`config.mk`:
```
export PLATFORM = sky130hd
export DESIGN_NAME = uart_rx_fifo
export DESIGN_NICKNAME = d
export VERILOG_FILES = /design/src/rtl/uart_rx_fifo.sv
export SDC_FILE = /design/constraint.sdc
export NUM_CORES = 1
export LEC_CHECK = 0
export ABC_AREA = 1
export CORE_UTILIZATION = 60
export DETAILED_ROUTE_END_ITERATION = 7
export PLACE_DENSITY = 0.8
export SLEW_MARGIN = 10
export SYNTH_ARGS = -nofsm -noshare
export SYNTH_HDL_FRONTEND = slang
export SYNTH_SLANG_ARGS = --single-unit
```
`constraint.sdc`:
```
create_clock -name Clock -period 3.2 [get_ports Clock]
set_clock_uncertainty 0.05 [all_clocks]
set_input_delay 0.48 -clock Clock [delete_from_list [all_inputs] [get_ports Clock]]
set_output_delay 0.48 -clock Clock [all_outputs]
set_load 0.005 [all_outputs]
```
`src/rtl/uart_rx_fifo.sv`:
```
`default_nettype none
// +--------------------------------------------------------------------------+
// | uart_rx_fifo : majority-sampled UART receiver with FWFT receive FIFO     |
// | Revision     : 1.0                                                       |
// +--------------------------------------------------------------------------+
module uart_rx_fifo #(
  parameter int BAUD_W     = 16,
  parameter int FIFO_DEPTH = 8,
  parameter int CNT_W      = $clog2(FIFO_DEPTH) + 1
) (
  input  logic              Clock,
  input  logic              Reset,
  input  logic              Enable,
  input  logic [3:0]        DataLenLimit,
  input  logic              StopLenLimit,
  input  logic              ParityEn,
  input  logic              ParityPolarity,
  input  logic [BAUD_W-1:0] BaudLimit,
  input  logic              Rxd,
  input  logic              RdEn,
  output logic [8:0]        RdData,
  output logic              RdParityErr,
  output logic              RdFrameErr,
  output logic              RdBreak,
  output logic              FifoEmpty,
  output logic              FifoFull,
  output logic [CNT_W-1:0]  FifoCount,
  output logic              Overrun,
  input  logic              OverrunClr,
  output logic              RxBusy
);

  localparam int PTR_W = $clog2(FIFO_DEPTH);

  typedef enum logic [2:0] {
    S_IDLE    = 3'd0,
    S_START   = 3'd1,
    S_DATA    = 3'd2,
    S_PARITY  = 3'd3,
    S_STOP    = 3'd4,
    S_PUSH    = 3'd5,
    S_BRKWAIT = 3'd6
  } state_t;

  state_t            state;
  logic              sync1, rs, rs_d;
  logic [BAUD_W-1:0] cnt;
  logic [2:0]        samp;
  logic [3:0]        bit_idx;
  logic              stop_idx;
  logic [8:0]        data;
  logic              par_bit, par_err, frame_err, brk;
  logic              maj, bit_tick, sample_pt, in_bit;

  always_ff @(posedge Clock or negedge Reset) begin
    if (!Reset) {sync1, rs, rs_d} <= 3'b111;
    else        {sync1, rs, rs_d} <= {Rxd, sync1, rs};
  end

  assign maj       = (samp[0] & samp[1]) | (samp[0] & samp[2]) | (samp[1] & samp[2]);
  assign in_bit    = (state == S_START) || (state == S_DATA) ||
                     (state == S_PARITY) || (state == S_STOP);
  assign bit_tick  = in_bit && (cnt == BaudLimit - BAUD_W'(1));
  assign sample_pt = (cnt == BAUD_W'(1)) || (cnt == '0) || (cnt == BaudLimit);
  assign RxBusy    = (state != S_IDLE);

  always_ff @(posedge Clock or negedge Reset) begin
    if (!Reset) begin
      state     <= S_IDLE;
      cnt       <= '0;
      samp      <= 3'b111;
      bit_idx   <= '0;
      stop_idx  <= 1'b0;
      data      <= '0;
      par_bit   <= 1'b0;
      par_err   <= 1'b0;
      frame_err <= 1'b0;
      brk       <= 1'b0;
    end else begin
      if (in_bit) begin
        cnt <= (cnt == '0) ? BaudLimit : cnt - BAUD_W'(1);
        if (sample_pt) samp <= {samp[1:0], rs};
      end
      case (state)
        S_IDLE: begin
          if (Enable && rs_d && !rs) begin
            state     <= S_START;
            cnt       <= BaudLimit >> 1;
            bit_idx   <= '0;
            stop_idx  <= 1'b0;
            data      <= '0;
            par_bit   <= 1'b0;
            par_err   <= 1'b0;
            frame_err <= 1'b0;
            brk       <= 1'b0;
          end
        end
        S_START: if (bit_tick) state <= maj ? S_IDLE : S_DATA;
        S_DATA: begin
          if (bit_tick) begin
            data[bit_idx] <= maj;
            bit_idx       <= bit_idx + 4'd1;
            if (bit_idx == DataLenLimit) state <= ParityEn ? S_PARITY : S_STOP;
          end
        end
        S_PARITY: begin
          if (bit_tick) begin
            par_bit <= maj;
            par_err <= (^data) ^ maj ^ ParityPolarity;
            state   <= S_STOP;
          end
        end
        S_STOP: begin
          if (bit_tick) begin
            if (!maj) begin
              // A break is an all-zero frame whose first stop bit is also low.
              frame_err <= 1'b1;
              brk       <= !stop_idx && (data == '0) && (!ParityEn || !par_bit);
              state     <= S_PUSH;
            end else if (stop_idx == StopLenLimit) begin
              state <= S_PUSH;
            end else begin
              stop_idx <= 1'b1;
            end
          end
        end
        S_PUSH:    state <= brk ? S_BRKWAIT : S_IDLE;
        S_BRKWAIT: if (rs) state <= S_IDLE;
        default:   state <= S_IDLE;
      endcase
    end
  end

  logic [11:0]      mem [0:FIFO_DEPTH-1];
  logic [PTR_W-1:0] wr_ptr, rd_ptr;
  logic [CNT_W-1:0] count;
  logic             push, empty, full, do_wr, do_rd;
  logic [11:0]      head;

  assign push  = (state == S_PUSH);
  assign empty = (count == '0);
  assign full  = (count == CNT_W'(FIFO_DEPTH));
  assign do_rd = RdEn && !empty;
  // A full FIFO still accepts the frame when the head is popped in the same cycle.
  assign do_wr = push && (!full || RdEn);

  always_ff @(posedge Clock) begin
    if (do_wr) mem[wr_ptr] <= {brk, frame_err, par_err, data};
  end

  always_ff @(posedge Clock or negedge Reset) begin
    if (!Reset) begin
      wr_ptr  <= '0;
      rd_ptr  <= '0;
      count   <= '0;
      Overrun <= 1'b0;
    end else begin
      if (do_wr) wr_ptr <= wr_ptr + PTR_W'(1);
      if (do_rd) rd_ptr <= rd_ptr + PTR_W'(1);
      count <= count + CNT_W'(do_wr) - CNT_W'(do_rd);
      if (push && !do_wr) Overrun <= 1'b1;
      else if (OverrunClr) Overrun <= 1'b0;
    end
  end

  assign head        = empty ? 12'd0 : mem[rd_ptr];
  assign RdData      = head[8:0];
  assign RdParityErr = head[9];
  assign RdFrameErr  = head[10];
  assign RdBreak     = head[11];
  assign FifoEmpty   = empty;
  assign FifoFull    = full;
  assign FifoCount   = count;

endmodule
`default_nettype wire

```
* After elaboration in Yosys (flattened, before gate mapping)
Memory sizes are Yosys's and may differ from the RTL's.
Index checks and enable logic that the tools add are counted.
Widths: inputs -> output; s select.
** Word-level totals
- Bits in registers :: 54
- Logic and storage cells :: 142
- Bits of input ports :: 29
- Memories kept :: 1
- Memory bits (writable) :: 96
- Output and inout bits :: 20
** Operators by class
- Bitwise gates (word level) :: 7
- Muxes and demuxes :: 46
- Eq/ne operators :: 23
- Add/sub/neg operators :: 7
- $lt $le $gt $ge :: 2
- Reduce and logical (&&, ||, !) cells :: 39
** Memory list
- mem :: depth 8, width 12, rd ports 1, clocked after memory_dff 0, wr ports 1, RTL line 134 : logic [11:0] mem [0:FIFO_DEPTH-1];
** Operators with widths (number)
- $mux 16 :: 4
- $mux 3 :: 11
- $eq 16x16->1 :: 2
- $sub 16x1->16 const B :: 2
- $pmux 3 s7 :: 1
- $mux 9 :: 2
- $ne 2x2->1 const B :: 9
- $pmux 9 s2 :: 1
- $eq 16x1->1 const B :: 1
- $logic_not 16->1 :: 1
- $mux 1 :: 15
- $mux 12 :: 1
- $pmux 1 s2 :: 5
- $bwmux 9 :: 1
- $eq 3x3->1 const B :: 3
- $logic_and 1x1->1 :: 9
- $logic_not 9->1 :: 1
- $reduce_xor 9->1 :: 1
- $mux 4 :: 2
- $pmux 4 s2 :: 1
- $reduce_and 8->1 :: 1
- $reduce_bool 2->1 :: 4
- $logic_not 1->1 :: 7
- $logic_or 1x1->1 :: 7
- 25 further kinds :: 32

* Longest topological paths before layout
Gate-level depths: netlist (run 1).
- Depth after elaboration :: 7
- Gate-level depth with buffers :: 17
- Gate-level depth less buffers :: 17

* Least setup slack after synthesis (run 1)
OpenSTA, ideal clock, no wires.
- Path type :: reg-to-reg
- From :: register count[2], in the netlist FifoCount[2]
- To :: memory mem[4][0] (enable)
- Arrival time :: 2108 ps
- Setup slack :: 646 ps
- Clock period less this slack :: 2554 ps
- Stages on the path, launching flop included :: 8
- Library setup time :: 396 ps
- Path buffers :: 0
- Cells stage by stage :: dfrtp_1 inv_1 ha_1 nor3b_1 nand2_1 nand2_1 or2_2 nor3_1
** On the way
- Word-level cells in the longest chain between the ends :: 6
** RTL lines
- start: declaration :: RTL line 136 : logic [CNT_W-1:0] count;
- start signal: assignment :: RTL line 160 : count <= count + CNT_W'(do_wr) - CNT_W'(do_rd);
- $eq 4x4->1 :: RTL line 142 : assign full = (count == CNT_W'(FIFO_DEPTH));
- net FifoFull :: RTL line 26 : output logic FifoFull,
- $logic_not 1->1 :: RTL line 145 : assign do_wr = push && (!full || RdEn);
- $logic_or 1x1->1 :: RTL line 145
- $logic_and 1x1->1 :: RTL line 145
- $mux 1 :: RTL line 148 : if (do_wr) mem[wr_ptr] <= {brk, frame_err, par_err, data};
- $mux 1 (not written as such) :: RTL line 148
- end: declaration :: RTL line 134
The timed path passes the listed nets, and every way through them passes these cells.

* Final worst setup path (run 1)
- From :: register rd_ptr[1]
- To :: output RdFrameErr
** On the way
- Word-level cells in the longest chain between the ends :: 2
** RTL lines
- start: declaration :: RTL line 135 : logic [PTR_W-1:0] wr_ptr, rd_ptr;
- start signal: assignment :: RTL line 159 : if (do_rd) rd_ptr <= rd_ptr + PTR_W'(1);
- $mem_v2 8x12
- $mux 12 :: RTL line 166 : assign head = empty ? 12'd0 : mem[rd_ptr];
- end: declaration :: RTL line 23 : output logic RdFrameErr,
Every way passes these cells.

==> results.cfg, run 1 <==
[routing]
drt_iter0_drc = 583
final_antenna_net_count = 0
dr.pass1.iters = 5
routedWlPerCell_um = 16.2
finalWirelength_um = 18900
viasPerCell = 5.64
vias = 6561
drc = 0

[cts]
cts_tree = built
clk_path_buf_depth = 2
postCtsHoldBufs = 0
cts_sinks = 150
cts-buffers-inserted = 17
root_buffer = clkbuf_16
cts_htree_levels = 4
clkSlewWorstSetupHoldPaths_ns = 0.06
clk-insertion-delay-late_ns = 0.42

[global_routing]
antenna_found_initial = 0
gr-total-overflow = 0
grt_util_all_layers = 0.290
grt_pass1_vias = 6217
grt_first_pass_wirelength_um = 31100
grt_max_degree = 44

[die]
core_area_mm2 = 0.0129
fp.dieArea_mm2 = 0.0139
die_h_um = 118
die_x_um = 118
start_util = 0.625
io_pins = 49
row_count = 41

[sta]
finalHoldViolations = 0
rsz0062_at_grt = no
setup_viol = 0
fin_setup_tns_ns = 0
report.final.slew_viol_count = 0
fin_crit_ns = 3.09
tightestPinTransition_ns = 1.04
max_slew_margin = 0.305
timing.final.crit_share = 0.967
max_freq_mhz = 323

[logic_synthesis]
synth.area.top_cells = edfxtp_1 36%, dfrtp_1 15%, nand2_1 8.7%
synth_fp_nets = 970
async_flop_share = 0.360
synthFlopType = edfxtp_1
synth_seq_cells = 150
synth_seq_area_share = 0.527
synth-edff-count = 96
post-synth-top-area-cell = edfxtp_1
synth_area_per_cell_um2 = 8.75
syn_inst = 920
syn_area_mm2 = 0.00805
ys_warn_count = 0
synth_top_cell_area_share = 0.358
synthDistinctLibCells = 44

[placed_design]
place.gp.congestion = 0.889
place_area_mm2 = 0.00879
dp_hpwl_um = 12800
port_buffers = 48
dp_cells = 1131

[pwr]
power.leakage_nw = 3.84
powerDensity_mw_per_mm2 = 822
vdd_drop_max_v = 0.000530
power_mw = 7.70

[layout]
diodes = 0
mostFrequentLayoutCells = 186 x nand2_1, 150 x nor2_1, 96 x edfxtp_1, 89 x o21ai_0, 74 x inv_1
design_area_mm2 = 0.00937
final_cell_count_no_fill = 1163
drive_gt1_frac = 0.0979
nNetsFinal = 1028
mostFrequentLayoutCell = nand2_1
utilization = 0.727
syn_to_final_growth_pct = 16.3
nFillCells = 957

[setup_path]
r2r-start = FifoCount[2]
start_kind = flop
crit_type = reg -> out
worst_ep_arrival_time_ns = 2.56
end_kind = output port
worstSetupStartpoint = rd_ptr[1]
cp.required_ns = 2.67
crit_fanout = 14
reg2reg_slack_ns = 0.65

[outcome]
status = completed

[hold_path]
hold_path_class = in -> async

[run]
maxCapViolCount = 0
==> state kept, by name, indices dropped and copies added (netlist names) <==
name and flops:
FifoCount 4, Overrun 1, bit_idx 4, brk 1, cnt 16, data 9, frame_err 1, mem 96
par_bit 1, par_err 1, rd_ptr 3, rs 1, rs_d 1, samp 3, state 3, stop_idx 1
sync1 1, wr_ptr 3
==> power breakdown <==
part           total, mW  switching (mW)  internal (mW)
Clock               1.93           0.775           1.15
Sequential          2.67           0.327           2.34
Combinational       3.10            1.82           1.28
Total               7.70            2.92           4.77
==> logic make-up (layout without fill, tap and decap cells) <==
logic type      after synthesis  count (layout)  synth area share
flops                       150             150             0.527
buf+inv                     113             184            0.0549
xor+xnor                     34              34            0.0370
fa+ha+maj                    21              21            0.0336
simple gates                437             437             0.232
compound gates              165             165             0.116
==> area by class of cell <==
| type | instances | area, um2 | area share |
|---|---|---|---|
| flip-flops and latches | 150 | 4240 | 0.453 |
| multi-input cells | 657 | 3380 | 0.361 |
| repair buffers | 72 | 663 | 0.0708 |
| clock buffers | 21 | 440 | 0.0470 |
| inverters | 80 | 300 | 0.0321 |
| well taps | 172 | 215 | 0.0230 |
| clock inverters | 11 | 126 | 0.0135 |
==> worst max-delay path: stages, from the launching register on <==
cell	delay (ns)
dfrtp_1	0.38
inv_1	0.30
buf_4	0.29
o21ai_0	0.11
o22ai_1	0.20
o21ai_0	0.12
a31oi_1	0.19
clkdlybuf4s50_1	0.55
==> metal layers <==
metal	track usage	vias up	share of wire
met4	0.117	0	0.024
met1	0.369	3054	0.42
met3	0.0518	34	0.067
met2	0.490	233	0.49
li1	-	3240	-
met5	0	-	0
==> Yosys cell counts (16+ instances only) <==
library cell	number
o21ai_0	89
nor2_1	150
a31oi_1	21
edfxtp_1	96
nand3_1	42
xnor2_1	18
clkbuf_1	27
ha_1	20
nand2_1	186
xor2_1	16
dfrtp_1	48
inv_1	74
==> worst paths after layout <==
check	cells past startpoint	end
max in group asynchronous	2	state[2]
setup reg to reg	12	FifoCount[2]
hold / removal	1	cnt[9]
hold reg to reg	0	rs
setup / recovery	7	RdFrameErr
min in group Clock	0	rs
==> through the flow <==
stage	setup WS [ns]	hold slack, ns
floorplan	0.646	0.134
finish	0.106	0.196
global placement	0.269	0.299
detailed placement	0.217	0.299
global route	0.0288	0.258
CTS	0.0881	0.206
==> timing repair <==
action,in CTS,in global routing
endpoints found under the setup margin,0,5
setup buffers,0,0
gates resized for setup,0,3
Power figures use the tool's default switching activity.
==> inputs of run 2 (changes only) <==
--- a/config.mk
+++ b/config.mk
@@ -9,6 +9,7 @@
 export CORE_UTILIZATION = 60
 export DETAILED_ROUTE_END_ITERATION = 7
 export PLACE_DENSITY = 0.8
+export SETUP_SLACK_MARGIN = 0.2
 export SLEW_MARGIN = 10
 export SYNTH_ARGS = -nofsm -noshare
 export SYNTH_HDL_FRONTEND = slang
==> run 2 against run 1 <==
Effect of this change: first-iteration DRC count is 12% lower; critical path depth is the same; sequential cell count is the same; sequential share of layout area is 0.14 points lower; wire length grew 1.6%; core utilization grew 0.23 points; register-to-register slack got worse by 0.04 ns; design area grew 0.32%; global-route usage about the same; via count increased by 1.6%; final cell count barely moved.
==> results.cfg, run 2 (synthesized netlist as in run 1, its figures left out) <==
[outcome]
status = completed

[setup_path]
end_kind = output port
cp.required_ns = 2.67
crit_type = reg -> out
cp_common_cell = o21ai_0
timing.critical_path.max_delay_family = buffers and inverters
cpPeakStageDelay_ns = 0.55
cp_cell_sequence = clkinvlp_4, buf_6, o21ai_0, o22ai_1, o21ai_0, a31oi_1, clkdlybuf4s50_1
cp_slowest_cell = clkdlybuf4s50_1
worst_ep_arrival_time_ns = 2.43
crit_fanout = 14
start_kind = flop
critPathBufInv = 3

[die]
fp.dieArea_mm2 = 0.0139
core_area_mm2 = 0.0129
io_pins = 49
die_x_um = 118
start_util = 0.625
die_h_um = 118
row_count = 41

[sta]
whs_ns = 0.206
max_slew_margin = 0.288
report.final.slew_viol_count = 0
finalHoldViolations = 0
max_freq_mhz = 338
fin_setup_tns_ns = 0
setup_viol = 0
rsz0062_at_grt = no
timing.final.crit_share = 0.924
fin_crit_ns = 2.96
tightestPinTransition_ns = 1.07

[pwr]
power.leakage_nw = 3.85
powerDensity_mw_per_mm2 = 827
vdd_drop_max_v = 0.000536
combinationalPowerShare = 0.407
power.switching_mw = 2.96
p_seq_frac = 0.344
switching_share = 0.381
pwr-share-clk = 0.249
internal-power_mw = 4.80

[cts]
cts_sinks = 150
clk-insertion-delay-late_ns = 0.42
cts_htree_levels = 4
cts_tree = built
clk_path_buf_depth = 2
clkSlewWorstSetupHoldPaths_ns = 0.06
cts-buffers-inserted = 17
postCtsHoldBufs = 0
root_buffer = clkbuf_16

[global_routing]
grt_pass1_vias = 6228
antenna_found_initial = 0
gr-total-overflow = 0
grt_max_degree = 44
grt_util_all_layers = 0.290
grt_first_pass_wirelength_um = 31100

[routing]
finalWirelength_um = 19100
vias = 6664
final_antenna_net_count = 0
viasPerCell = 5.73
drt_iter0_drc = 512
routedWlPerCell_um = 16.4
drc = 0
dr.pass1.iters = 5

[hold_path]
hold_path_class = in -> async

[layout]
largest_reg_flops = 96
diodes = 0
syn_to_final_growth_pct = 16.7
largest_register = mem
mostFrequentLayoutCells = 185 x nand2_1, 150 x nor2_1, 96 x edfxtp_1, 89 x o21ai_0, 72 x inv_1
nFillCells = 960
mostFrequentLayoutCell = nand2_1
nNetsFinal = 1029
top_regs = mem: 96 flops, cnt: 16 flops, data: 9 flops
drive_gt1_frac = 0.102

[placed_design]
place.gp.congestion = 0.889
port_buffers = 48
dp_hpwl_um = 12800

[run]
maxCapViolCount = 0
==> run 2: cell types whose count changed in the layout (fill, tap and decap cells not counted) <==
cell and delta:
buf_6 +3, buf_4 -2, inv_1 -2, buf_12 +1
buf_8 -1, clkinvlp_4 +1, inv_2 +1, nand2_1 -1
nand2_2 +1
==> run 2: metal layers <==
metal  vias to the layer above  wire [um]  share of wire  GRT usage
met4                         0        526          0.027      0.117
met3                        41       1320          0.069     0.0518
met5                         -          0              0          0
li1                       3240          -              -          -
met2                       262       9290           0.49      0.490
met1                      3121       8010           0.42      0.370
==> run 2: worst register-to-register path, stage by stage (launching register included) <==
cell	delay (ns)
dfrtp_1	0.48
inv_2	0.09
nor3_1	0.51
nand2_1	0.24
ha_1	0.33
inv_1	0.05
ha_1	0.15
inv_1	0.05
fa_1	0.37
xnor2_1	0.14
==> run 2: final cells by class <==
type                       instances  area [um2]  share of cell area
tap                              172         215              0.0229
timing repair buffer              73         687              0.0731
multi-input combinational        657        3380               0.360
inverter                          80         304              0.0324
sequential                       150        4240               0.452
clock buffer                      21         440              0.0469
clock inverter                    11         126              0.0134
==> run 2: power groups by stage <==
stage	logic [mW]	registers [mW]	clock network, mW
5_1_grt	3.55	2.71	2.03
2_1_floorplan	2.05	2.60	0
6_report	3.16	2.67	1.94
3_5_place_dp	3.05	2.69	0
4_1_cts	3.09	2.66	1.94
3_3_place_gp	2.99	2.69	0
==> run 2: final timing paths <==
| kind | end | start | cells past startpoint | slack, ns |
|---|---|---|---|---|
| setup reg to reg | FifoCount[2] | state[0] | 9 | 0.61 |
| hold / removal | cnt[9] | Reset | 1 | 0.21 |
| hold reg to reg | rs | sync1 | 0 | 0.31 |
| min in group Clock | rs | sync1 | 0 | 0.31 |
| setup / recovery | RdFrameErr | rd_ptr[1] | 7 | 0.24 |
| max in group asynchronous | state[2] | Reset | 2 | 2.12 |
==> run 2: timing repair <==
item / 4_1_cts / 5_1_grt
setup endpoints to repair: 7 / 8
resized for setup: 3 / 7
setup buffers: 0 / 1
==> run 2: through the flow <==
stage               utilization  setup WS, ns  instance area, um2  power [mW]  cells
floorplan                     -         0.646                8050        4.66    920
global placement          0.683         0.269                8790        5.67   1131
detailed placement        0.683         0.217                8790        5.74   1131
CTS                       0.727         0.211                9370        7.69   1163
global route              0.730         0.186                9400        8.29   1164
finish                    0.730         0.244                9400        7.77   1164
